==> config.mk <==
export PLATFORM = sky130hd
export DESIGN_NAME = crossbar_rr_nxm
export DESIGN_NICKNAME = d
export VERILOG_FILES = /design/src/rtl/crossbar_rr_nxm_pkg.sv /design/src/rtl/crossbar_rr_nxm_rr_arbiter.sv /design/src/rtl/crossbar_rr_nxm.sv
export SDC_FILE = /design/constraint.sdc
export NUM_CORES = 1
export LEC_CHECK = 0
export BUFFER_PORTS_ARGS = -buffer_cell sky130_fd_sc_hd__buf_2
export CAP_MARGIN = 20
export CORE_ASPECT_RATIO = 1.5
export CORE_UTILIZATION = 51
export DETAILED_ROUTE_END_ITERATION = 8
export PLACE_DENSITY_LB_ADDON = 0.05
export SLEW_MARGIN = 25
export SYNTH_ARGS = -nofsm -noshare
export SYNTH_HDL_FRONTEND = slang
export SYNTH_SLANG_ARGS = --single-unit
==> constraint.sdc <==
create_clock -name clk -period 3.4 [get_ports clk]
set_input_delay 0.34 -clock clk [delete_from_list [all_inputs] [get_ports clk]]
set_output_delay 0.34 -clock clk [all_outputs]
set_load 0.005 [all_outputs]
==> src/rtl/crossbar_rr_nxm_pkg.sv <==
// ---------------------------------------------------------------------------
// crossbar_rr_nxm_pkg
//   Shared definitions for the round-robin crossbar family: default sizing
//   and helpers that compute index widths and lane offsets into the
//   flattened per-port buses. Intended to be reused by later crossbar
//   variants, so nothing here is specific to one instance size.
// ---------------------------------------------------------------------------
package crossbar_rr_nxm_pkg;

    localparam int unsigned XBAR_DEF_WIDTH = 8;
    localparam int unsigned XBAR_DEF_N_SRC = 4;
    localparam int unsigned XBAR_DEF_N_DST = 4;

    // Width of an index able to address n entries (at least one bit).
    function automatic int unsigned idx_w(input int unsigned n);
        return (n > 1) ? $clog2(n) : 1;
    endfunction

    // Low bit of lane 'lane' in a flattened bus of 'w'-bit lanes.
    function automatic int unsigned lane_lo(input int unsigned lane, input int unsigned w);
        return lane * w;
    endfunction

endpackage

==> src/rtl/crossbar_rr_nxm_rr_arbiter.sv <==
// ---------------------------------------------------------------------------
// rr_arbiter
//   Round-robin arbiter for one crossbar destination. The search for a
//   winner starts at the internal pointer; the pointer moves to one past the
//   winner only when the caller reports that the grant was taken.
//
// Ports:
//   clk        clock, rising edge
//   rst_n      asynchronous active-low reset (pointer -> 0)
//   req        request vector, one bit per source
//   advance    grant was accepted this cycle; move the pointer
//   grant      one-hot grant (all zero when no request)
//   grant_idx  binary index of the granted source
// ---------------------------------------------------------------------------
module rr_arbiter
    import crossbar_rr_nxm_pkg::*;
#(
    parameter  int unsigned N  = 4,
    localparam int unsigned IW = idx_w(N)
) (
    input  logic          clk,
    input  logic          rst_n,
    input  logic [N-1:0]  req,
    input  logic          advance,
    output logic [N-1:0]  grant,
    output logic [IW-1:0] grant_idx
);

    logic [IW-1:0] ptr_q;
    logic [IW-1:0] ptr_d;

    // Walk the sources starting at ptr_q, wrapping at N; first requester
    // wins. One extra bit in the sum keeps the wrap test exact.
    always_comb begin
        logic [IW:0]   sum;
        logic [IW-1:0] idx;
        logic          found;
        grant     = '0;
        grant_idx = '0;
        found     = 1'b0;
        sum       = '0;
        idx       = '0;
        for (int k = 0; k < N; k++) begin
            sum = {1'b0, ptr_q} + (IW+1)'(k);
            if (sum >= (IW+1)'(N)) begin
                sum = sum - (IW+1)'(N);
            end
            idx = sum[IW-1:0];
            if (!found && req[idx]) begin
                found      = 1'b1;
                grant[idx] = 1'b1;
                grant_idx  = idx;
            end
        end
    end

    always_comb begin
        ptr_d = ptr_q;
        if (advance) begin
            ptr_d = (grant_idx == IW'(N-1)) ? '0 : grant_idx + IW'(1);
        end
    end

    always_ff @(posedge clk or negedge rst_n) begin
        if (!rst_n) begin
            ptr_q <= '0;
        end else begin
            ptr_q <= ptr_d;
        end
    end

endmodule

==> src/rtl/crossbar_rr_nxm.sv <==
// ---------------------------------------------------------------------------
// crossbar_rr_nxm
//   N_SRC x N_DST valid/ready crossbar. Every destination owns a one-entry
//   registered output slot and a round-robin arbiter, so all destinations
//   run in parallel and no source can be starved. Each output beat carries
//   the index of the source that sent it.
//
// Ports:
//   clk, rst_n   clock (rising edge) and asynchronous active-low reset
//   s_val        per-source valid
//   s_dst        per-source destination index, lane i at [i*DST_W +: DST_W]
//   s_data       per-source payload, lane i at [i*WIDTH +: WIDTH]
//   s_rdy        per-source ready (combinational)
//   m_val        per-destination valid (registered)
//   m_src        source index of the held beat (registered)
//   m_data       held payload (registered)
//   m_rdy        per-destination ready
//   dst_err      sticky: a valid source presented an out-of-range destination
// ---------------------------------------------------------------------------
module crossbar_rr_nxm
    import crossbar_rr_nxm_pkg::*;
#(
    parameter  int unsigned WIDTH = XBAR_DEF_WIDTH,
    parameter  int unsigned N_SRC = XBAR_DEF_N_SRC,
    parameter  int unsigned N_DST = XBAR_DEF_N_DST,
    localparam int unsigned DST_W = idx_w(N_DST),
    localparam int unsigned SRC_W = idx_w(N_SRC)
) (
    input  logic                   clk,
    input  logic                   rst_n,
    input  logic [N_SRC-1:0]       s_val,
    input  logic [N_SRC*DST_W-1:0] s_dst,
    input  logic [N_SRC*WIDTH-1:0] s_data,
    output logic [N_SRC-1:0]       s_rdy,
    output logic [N_DST-1:0]       m_val,
    output logic [N_DST*SRC_W-1:0] m_src,
    output logic [N_DST*WIDTH-1:0] m_data,
    input  logic [N_DST-1:0]       m_rdy,
    output logic                   dst_err
);

    localparam logic [DST_W:0] N_DST_EXT = (DST_W+1)'(N_DST);

    logic [DST_W-1:0] dst_a  [N_SRC];
    logic [N_SRC-1:0] in_rng;
    logic [N_SRC-1:0] oor;
    logic [N_SRC-1:0] req    [N_DST];
    logic [N_SRC-1:0] grant  [N_DST];
    logic [SRC_W-1:0] gidx   [N_DST];
    logic [N_DST-1:0] can_take;
    logic [N_DST-1:0] take;
    logic             dst_err_q;
    logic             dst_err_d;

    // Decode each source's destination; a destination index beyond N_DST
    // (only possible when N_DST is not a power of two) never requests.
    always_comb begin
        for (int i = 0; i < N_SRC; i++) begin
            dst_a[i]  = s_dst[lane_lo(i, DST_W) +: DST_W];
            in_rng[i] = ({1'b0, dst_a[i]} < N_DST_EXT);
            oor[i]    = s_val[i] & ~in_rng[i];
        end
    end

    always_comb begin
        for (int j = 0; j < N_DST; j++) begin
            for (int i = 0; i < N_SRC; i++) begin
                req[j][i] = s_val[i] & (dst_a[i] == DST_W'(j)) & in_rng[i];
            end
        end
    end

    // A source targets one destination, so at most one term per source is
    // set. Gating with rst_n keeps ready low for the whole reset window.
    always_comb begin
        s_rdy = '0;
        for (int j = 0; j < N_DST; j++) begin
            s_rdy = s_rdy | (grant[j] & {N_SRC{can_take[j]}});
        end
        s_rdy = s_rdy & {N_SRC{rst_n}};
    end

    assign dst_err_d = dst_err_q | (|oor);

    always_ff @(posedge clk or negedge rst_n) begin
        if (!rst_n) begin
            dst_err_q <= 1'b0;
        end else begin
            dst_err_q <= dst_err_d;
        end
    end

    assign dst_err = dst_err_q;

    for (genvar j = 0; j < N_DST; j++) begin : g_dst
        logic             val_q;
        logic             val_d;
        logic [SRC_W-1:0] src_q;
        logic [SRC_W-1:0] src_d;
        logic [WIDTH-1:0] data_q;
        logic [WIDTH-1:0] data_d;

        // Pass-through drain: a full slot can refill on the same edge it
        // is emptied, so a streaming destination never bubbles.
        assign can_take[j] = ~val_q | m_rdy[j];
        assign take[j]     = (|grant[j]) & can_take[j];

        rr_arbiter #(
            .N (N_SRC)
        ) u_arb (
            .clk       (clk),
            .rst_n     (rst_n),
            .req       (req[j]),
            .advance   (take[j]),
            .grant     (grant[j]),
            .grant_idx (gidx[j])
        );

        always_comb begin
            val_d  = val_q;
            src_d  = src_q;
            data_d = data_q;
            if (take[j]) begin
                val_d  = 1'b1;
                src_d  = gidx[j];
                data_d = s_data[lane_lo(32'(gidx[j]), WIDTH) +: WIDTH];
            end else if (m_rdy[j]) begin
                val_d  = 1'b0;
            end
        end

        always_ff @(posedge clk or negedge rst_n) begin
            if (!rst_n) begin
                val_q  <= 1'b0;
                src_q  <= '0;
                data_q <= '0;
            end else begin
                val_q  <= val_d;
                src_q  <= src_d;
                data_q <= data_d;
            end
        end

        assign m_val[j]                          = val_q;
        assign m_src[lane_lo(j, SRC_W) +: SRC_W]  = src_q;
        assign m_data[lane_lo(j, WIDTH) +: WIDTH] = data_q;
    end

endmodule

Yosys cells after proc, flatten, opt, wreduce, memory -nomap -nowiden
Cells that the tools add are included.
{"block": "totals", "regBits": 52, "in_bits": 50, "output_inout_bits": 49}
{"block": "op_classes", "add_sub_neg": 32, "magnitude_cmp": 48, "n_eq_ne": 16, "shifts": 4, "mux": 136, "n_bitwise": 48, "reduce_logical": 52}
{"op": "$shiftx 32x6->8", "count": 4}
{"op": "$mux 2", "count": 36}
{"op": "$mux 4", "count": 16}
{"op": "$or 4x4->4", "count": 15}
{"op": "$mux 1", "count": 52}
{"op": "$lt 2x3->1 const B", "count": 16}
{"op": "$ge 3x3->1 const B", "count": 12}
{"op": "$bmux 1 s2", "count": 16}
{"op": "$demux 1 s2", "count": 16}
{"op": "$ge 2x1->1 const B", "count": 16}
{"op": "$sub 2x1->2 const B", "count": 16}
{"op": "$logic_and 1x1->1", "count": 28}
{"op": "$add 2x2->3 const B", "count": 8}
{"op": "$eq 2x2->1 const B", "count": 12}
{"op": "$and 1x1->1", "count": 20}
{"op": "$and 4x4->4", "count": 5}
{"op": "$reduce_or 4->1", "count": 4}
{"op": "$add 2x1->3 const B", "count": 4}
{"op": "$ge 2x3->1 const B", "count": 4}
{"op": "$logic_not 1->1", "count": 12}
{"op": "$add 2x1->2 const B", "count": 4}
{"op": "$eq 2x1->1 const B", "count": 4}
{"op": "$logic_not 2->1", "count": 4}
{"op": "$reduce_bool 2->1", "count": 4}
{"op": "other kinds (2)", "count": 8}

Longest topological paths before layout
{"block": "logic_depth", "ltp_word": 19, "depth_mapped": 14, "mapped_depth_nobuf": 10}

Hierarchy
Synthesis repeated with hierarchy kept, for this count alone.
{"block": "hier_totals", "hier_cells": 421, "hier_area_um2": 5098.6}
{"module": "crossbar_rr_nxm", "n_inst": 1, "cells_each": 186, "area_each_um2": 2896.5}
{"module": "rr_arbiter (g_dst[0].u_arb ...)", "n_inst": 3, "cells_each": 60, "area_each_um2": 569.3}
{"module": "rr_arbiter (g_dst[3].u_arb)", "n_inst": 1, "cells_each": 55, "area_each_um2": 494.2}

Worst setup path after synthesis
Ideal clock, no wire load.
{"block": "synth_timing", "kind": "register to register", "from": "reg g_dst[1].u_arb.ptr_q[1]", "to": "reg g_dst[1].data_q[2]", "t_arrival_ns": 3.527, "t_required_ns": 3.275, "slack_ns": -0.253, "path_stages_with_launch": 13, "path_buffers": 3, "period_less_slack_ns": 3.653, "cell_sequence": "dfrtp_1 > clkbuf_1 > inv_1 > ha_1 > clkbuf_1 > mux4_2 > nor3b_1 > a31oi_1 > o21ai_0 > a21oi_1 > buf_4 > mux4_2 > mux2_4"}
{"block": "synth_via", "elab_chain_len": 16, "elab_cells_between_ends": 66, "classes_between": "add/sub (7); order compare (12); shift (1); mux (31); bitwise (4); reduce/logical (11)"}
{"element": "from (decl)", "line": "crossbar_rr_nxm_rr_arbiter.sv:29", "rtl": "logic [IW-1:0] ptr_q;"}
{"element": "from (signal assigned)", "line": "crossbar_rr_nxm_rr_arbiter.sv:68", "rtl": "ptr_q <= ptr_d;"}
{"element": "parallel branches: the longest is 16 deep, another holds $add 2x1->3"}
{"element": "to (signal assigned)", "line": "crossbar_rr_nxm.sv:140", "rtl": "data_q <= data_d;"}
{"element": "to (decl)", "line": "crossbar_rr_nxm.sv:100", "rtl": "logic [WIDTH-1:0] data_q;"}
Parallel ways; which one is timed is not known. The select of a mux whose other input is x is not followed.
A chain may end at the register's enable or synchronous reset.

Worst setup path after layout
{"block": "layout_timing", "from": "reg g_dst[3].u_arb.ptr_q[0]", "to": "out s_rdy[0]"}
{"block": "layout_via", "elab_chain_len": 17, "elab_cells_between_ends": 62, "classes_between": "add/sub (7); order compare (12); mux (27); bitwise (6); reduce/logical (10)"}
{"element": "from (decl)", "line": "crossbar_rr_nxm_rr_arbiter.sv:29"}
{"element": "from (signal assigned)", "line": "crossbar_rr_nxm_rr_arbiter.sv:68"}
{"element": "parallel branches: the longest is 13 deep, another holds $add 2x1->3"}
{"element": "$mux 4 (*)", "line": "crossbar_rr_nxm_rr_arbiter.sv:49", "rtl": "if (!found && req[idx]) begin"}
{"element": "$and 4x4->4 (*)", "line": "crossbar_rr_nxm.sv:78", "rtl": "s_rdy = s_rdy | (grant[j] & {N_SRC{can_take[j]}});"}
{"element": "$or 4x4->4 (*)", "line": "crossbar_rr_nxm.sv:78"}
{"element": "$and 4x4->4 (*)", "line": "crossbar_rr_nxm.sv:80", "rtl": "s_rdy = s_rdy & {N_SRC{rst_n}};"}
{"element": "to (decl)", "line": "crossbar_rr_nxm.sv:34", "rtl": "output logic [N_SRC-1:0] s_rdy,"}
Mark *: on every way between the ends. The select of a mux whose other input is x is not followed.

==> results.sh <==
export IMPL_synth_cell_types=82
export IMPL_skew_ns=0.00743
export IMPL_tightestPinTransition_ns=1.04
export IMPL_fp_dieH_um=131
export IMPL_dieArea_um2=11500
export IMPL_antenna_found_initial=1
export IMPL_numClockSinks=52
export IMPL_dr_first_iter_drc_count=332
export IMPL_ys_async_sr_fraction=1.00
export IMPL_crit_buf_inv=3
export IMPL_syn_nets=653
export IMPL_status="finished, final reports clean"
export IMPL_p_leak_nw=2.85
export IMPL_grt_pass1_vias=4927
export IMPL_die_w_um=87.8
export IMPL_clockBufferDepth=2
export IMPL_ys_seq_area_frac=0.231
export IMPL_postSynthAreaPerCell_um2=9.88
export IMPL_ys_ff_latch=52
export IMPL_cts_made_buffers=5
export IMPL_wirelength_mm=16.5
export IMPL_pwr_share_clk=0.087
export IMPL_grt_max_degree=53
export IMPL_cp_end_kind="output port"
export IMPL_antenna_cells=0
export IMPL_layout_cells_non_filler=809
export IMPL_netlist_area_um2=5630
export IMPL_grt_total_usage=0.290
export IMPL_synth_edf_count=0
export IMPL_min_period_ns=3.30
export IMPL_cts_clk_slew_worst_paths_ns=0.07
export IMPL_crit_chain="inv_1 > buf_4 > mux4_2 > a22o_1 > a221o_1 > a22oi_2 > o221ai_1 > and2_1 > buf_2"
export IMPL_crit_arrival_ns=2.96
export IMPL_hpwl_mm=12.7
export IMPL_place_inst=801
export IMPL_syn_inst=570
export IMPL_core_area_um2=10600
export IMPL_grt_pass1_wl_mm=25.2
export IMPL_viasPerCell=6.20
export IMPL_fin_crit_sh=0.969
export IMPL_timing_slew_headroom=0.307
export IMPL_cts_root_buffer="clkbuf_16"
export IMPL_intPower_mw=3.81
export IMPL_critPathTopFamily="compound AO/OA/AOI/OAI gates"
export IMPL_dp_slack_ns=0.0332
export IMPL_fmax_ghz=0.303
export IMPL_grt_overflow_total=0
export IMPL_slew_viol_final=0
export IMPL_io_pins=99
export IMPL_io_buffers=97
export IMPL_switching_share=0.455
export IMPL_hold_viol=0
export IMPL_cap_violations=0
export IMPL_seq_power_share=0.163
export IMPL_via_count=5017
export IMPL_crit_type="reg -> out"
export IMPL_r2r_start="g_dst[1].u_arb.ptr_q[1]"
export IMPL_required_ns=3.06
export IMPL_powerDensity_nw_per_um2=1070
export IMPL_wl_per_cell_um=20.4
export IMPL_gp_congestion=0.890
export IMPL_dr_pass1_iters=5
export IMPL_r2r_end="g_dst[1].data_q[6]"
export IMPL_combPwrFrac=0.750
export IMPL_num_rows=46
export IMPL_synthFlopType="dfrtp_1"
export IMPL_hp_class="in -> async"
export IMPL_reg2reg_slack_ns=0.22
export IMPL_rsz0062_at_grt="no"
export IMPL_htreeDepth=2
export IMPL_start_util=0.529
export IMPL_ys_warnings_count=0
export IMPL_peakVddDrop_mv=0.575
export IMPL_fin_ws_ns=0.104
export IMPL_finalSetupViolCount=0
export IMPL_final_antenna_net_count=0
export IMPL_fin_nets=747
export IMPL_final_layout_size_suffix_gt1_frac=0.359
export IMPL_drc=0
export IMPL_slowest_stage="mux4_2"
export IMPL_final_util=0.611
export IMPL_rr_worst_depth=10
export IMPL_switching_power_mw=3.17
export IMPL_syn_to_final_growth_pct=15.6
export IMPL_critPathMaxFanout=10
export IMPL_clkLatencyLatePin_ns=0.30
export IMPL_slowest_delay_ns=0.62
export IMPL_fin_tns_setup_ns=0
export IMPL_cp_start_kind="flop"
export IMPL_cts_tree="built"
==> cell type report <==
cell class,count,area (um2)
clock buffer,6,139
tap,144,180
timing repair buffer,130,737
inverter,12,45.0
multi-input combinational,463,4070
fill,947,4140
sequential,52,1300
clock inverter,2,38.8
==> metrics by stage <==
step | cell area, um2 | hold slack, ns | total power, mW
floorplan | 5640 | 0.0444 | 4.97
detailed placement | 6290 | 0.473 | 6.29
global placement | 6290 | 0.465 | 6.20
finish | 6510 | 0.208 | 6.98
global route | 6510 | 0.292 | 7.48
CTS | 6490 | 0.246 | 6.98
==> flip-flops by register name, summed over array words and instances, names as in the netlist, named ones only <==
register / cells
g_dst.u_arb.ptr_q: 5
g_dst.src_q: 8
g_dst.data_q: 32
g_dst.val_q: 4
==> power by group through the flow <==
| stage | logic, mW | clock network (mW) | registers, mW |
|---|---|---|---|
| after floorplan | 3.78 | 0 | 1.19 |
| after global routing | 5.66 | 0.646 | 1.17 |
| after CTS | 5.22 | 0.622 | 1.14 |
| final | 5.23 | 0.610 | 1.14 |
| after detailed placement | 5.15 | 0 | 1.14 |
| after global placement | 5.06 | 0 | 1.14 |
==> layout by cell type (no fill, tap or decap), types with 12 or more instances in the layout <==
| cell type | instances |
|---|---|
| a21oi_1 | 38 |
| a22oi_1 | 23 |
| buf_2 | 97 |
| buf_4 | 32 |
| dfrtp_1 | 52 |
| ha_1 | 32 |
| mux2_2 | 19 |
| mux2_4 | 16 |
| mux2i_1 | 17 |
| mux4_2 | 28 |
| nand2_1 | 36 |
| nor2_1 | 37 |
| nor3_1 | 12 |
| o21ai_0 | 33 |
==> routing by layer <==
metal / vias up / GRT usage / routed length [um] / part of all wire
met5: - / 0 / 13 / 0.00079
met4: 2 / 0.0714 / 245 / 0.015
met3: 14 / 0.0283 / 688 / 0.042
met2: 164 / 0.565 / 9020 / 0.55
met1: 2459 / 0.333 / 6540 / 0.40
li1: 2378 / - / - / -
==> cell usage after synthesis, drive strengths merged, types with 4 or more instances <==
master	count	area, um2
a21oi	40	215
nand3	12	70.1
dfrtp	52	1300
a221o	8	80.1
a22o	4	35.0
ha	33	413
mux2i	17	170
nor2b	7	51.3
nor2	39	156
inv	12	45.0
and2	4	25.0
a41oi	4	61.3
a22oi	28	215
nand4	6	37.5
nand3b	9	80.1
and3b	9	78.8
a31oi	4	25.0
o211ai	5	37.5
nand2b	7	43.8
and3	6	37.5
o21ai	37	185
nor3b	7	73.8
clkbuf	13	48.8
nor3	13	70.1
mux2	44	556
a211oi	8	92.6
buf	30	211
nand2	36	135
mux4	28	631
==> kinds of logic after synthesis <==
| family | synth area share |
|---|---|
| AOI/OAI and AO/OA | 0.210 |
| xor gates and xnor gates | 0.00778 |
| adders and majority gates | 0.0733 |
| buffers and inverters | 0.0542 |
| DFF | 0.231 |
| muxes | 0.241 |
| other | 0.000666 |
| and+or+nand+nor | 0.183 |
==> how the worst max path moves through the flow <==
stage | startpoint | end | cells past startpoint | slack [ns]
floorplan | g_dst[1].u_arb.ptr_q[1] | g_dst[1].data_q[2] | 12 | 0.01
global placement | g_dst[1].u_arb.ptr_q[1] | g_dst[1].data_q[0] | 9 | 0.15
detailed placement | s_dst[7] | g_dst[1].data_q[0] | 9 | 0.03
CTS | g_dst[3].u_arb.ptr_q[1] | s_rdy[1] | 10 | 0.04
global route | g_dst[0].u_arb.ptr_q[1] | s_rdy[1] | 9 | 0.001
finish | g_dst[3].u_arb.ptr_q[0] | s_rdy[0] | 9 | 0.10
==> timing repair <==
| action | 4_1_cts | 5_1_grt |
|---|---|---|
| setup buffers | 0 | 0 |
| hold buffers | 0 | 0 |
| endpoints found under the setup margin | 5 | 20 |
| gates resized for setup | 6 | 4 |
| pin swaps | 0 | 3 |
| endpoints found under the hold margin | 0 | 0 |
No activity file was read; power rests on OpenSTA's default activity.
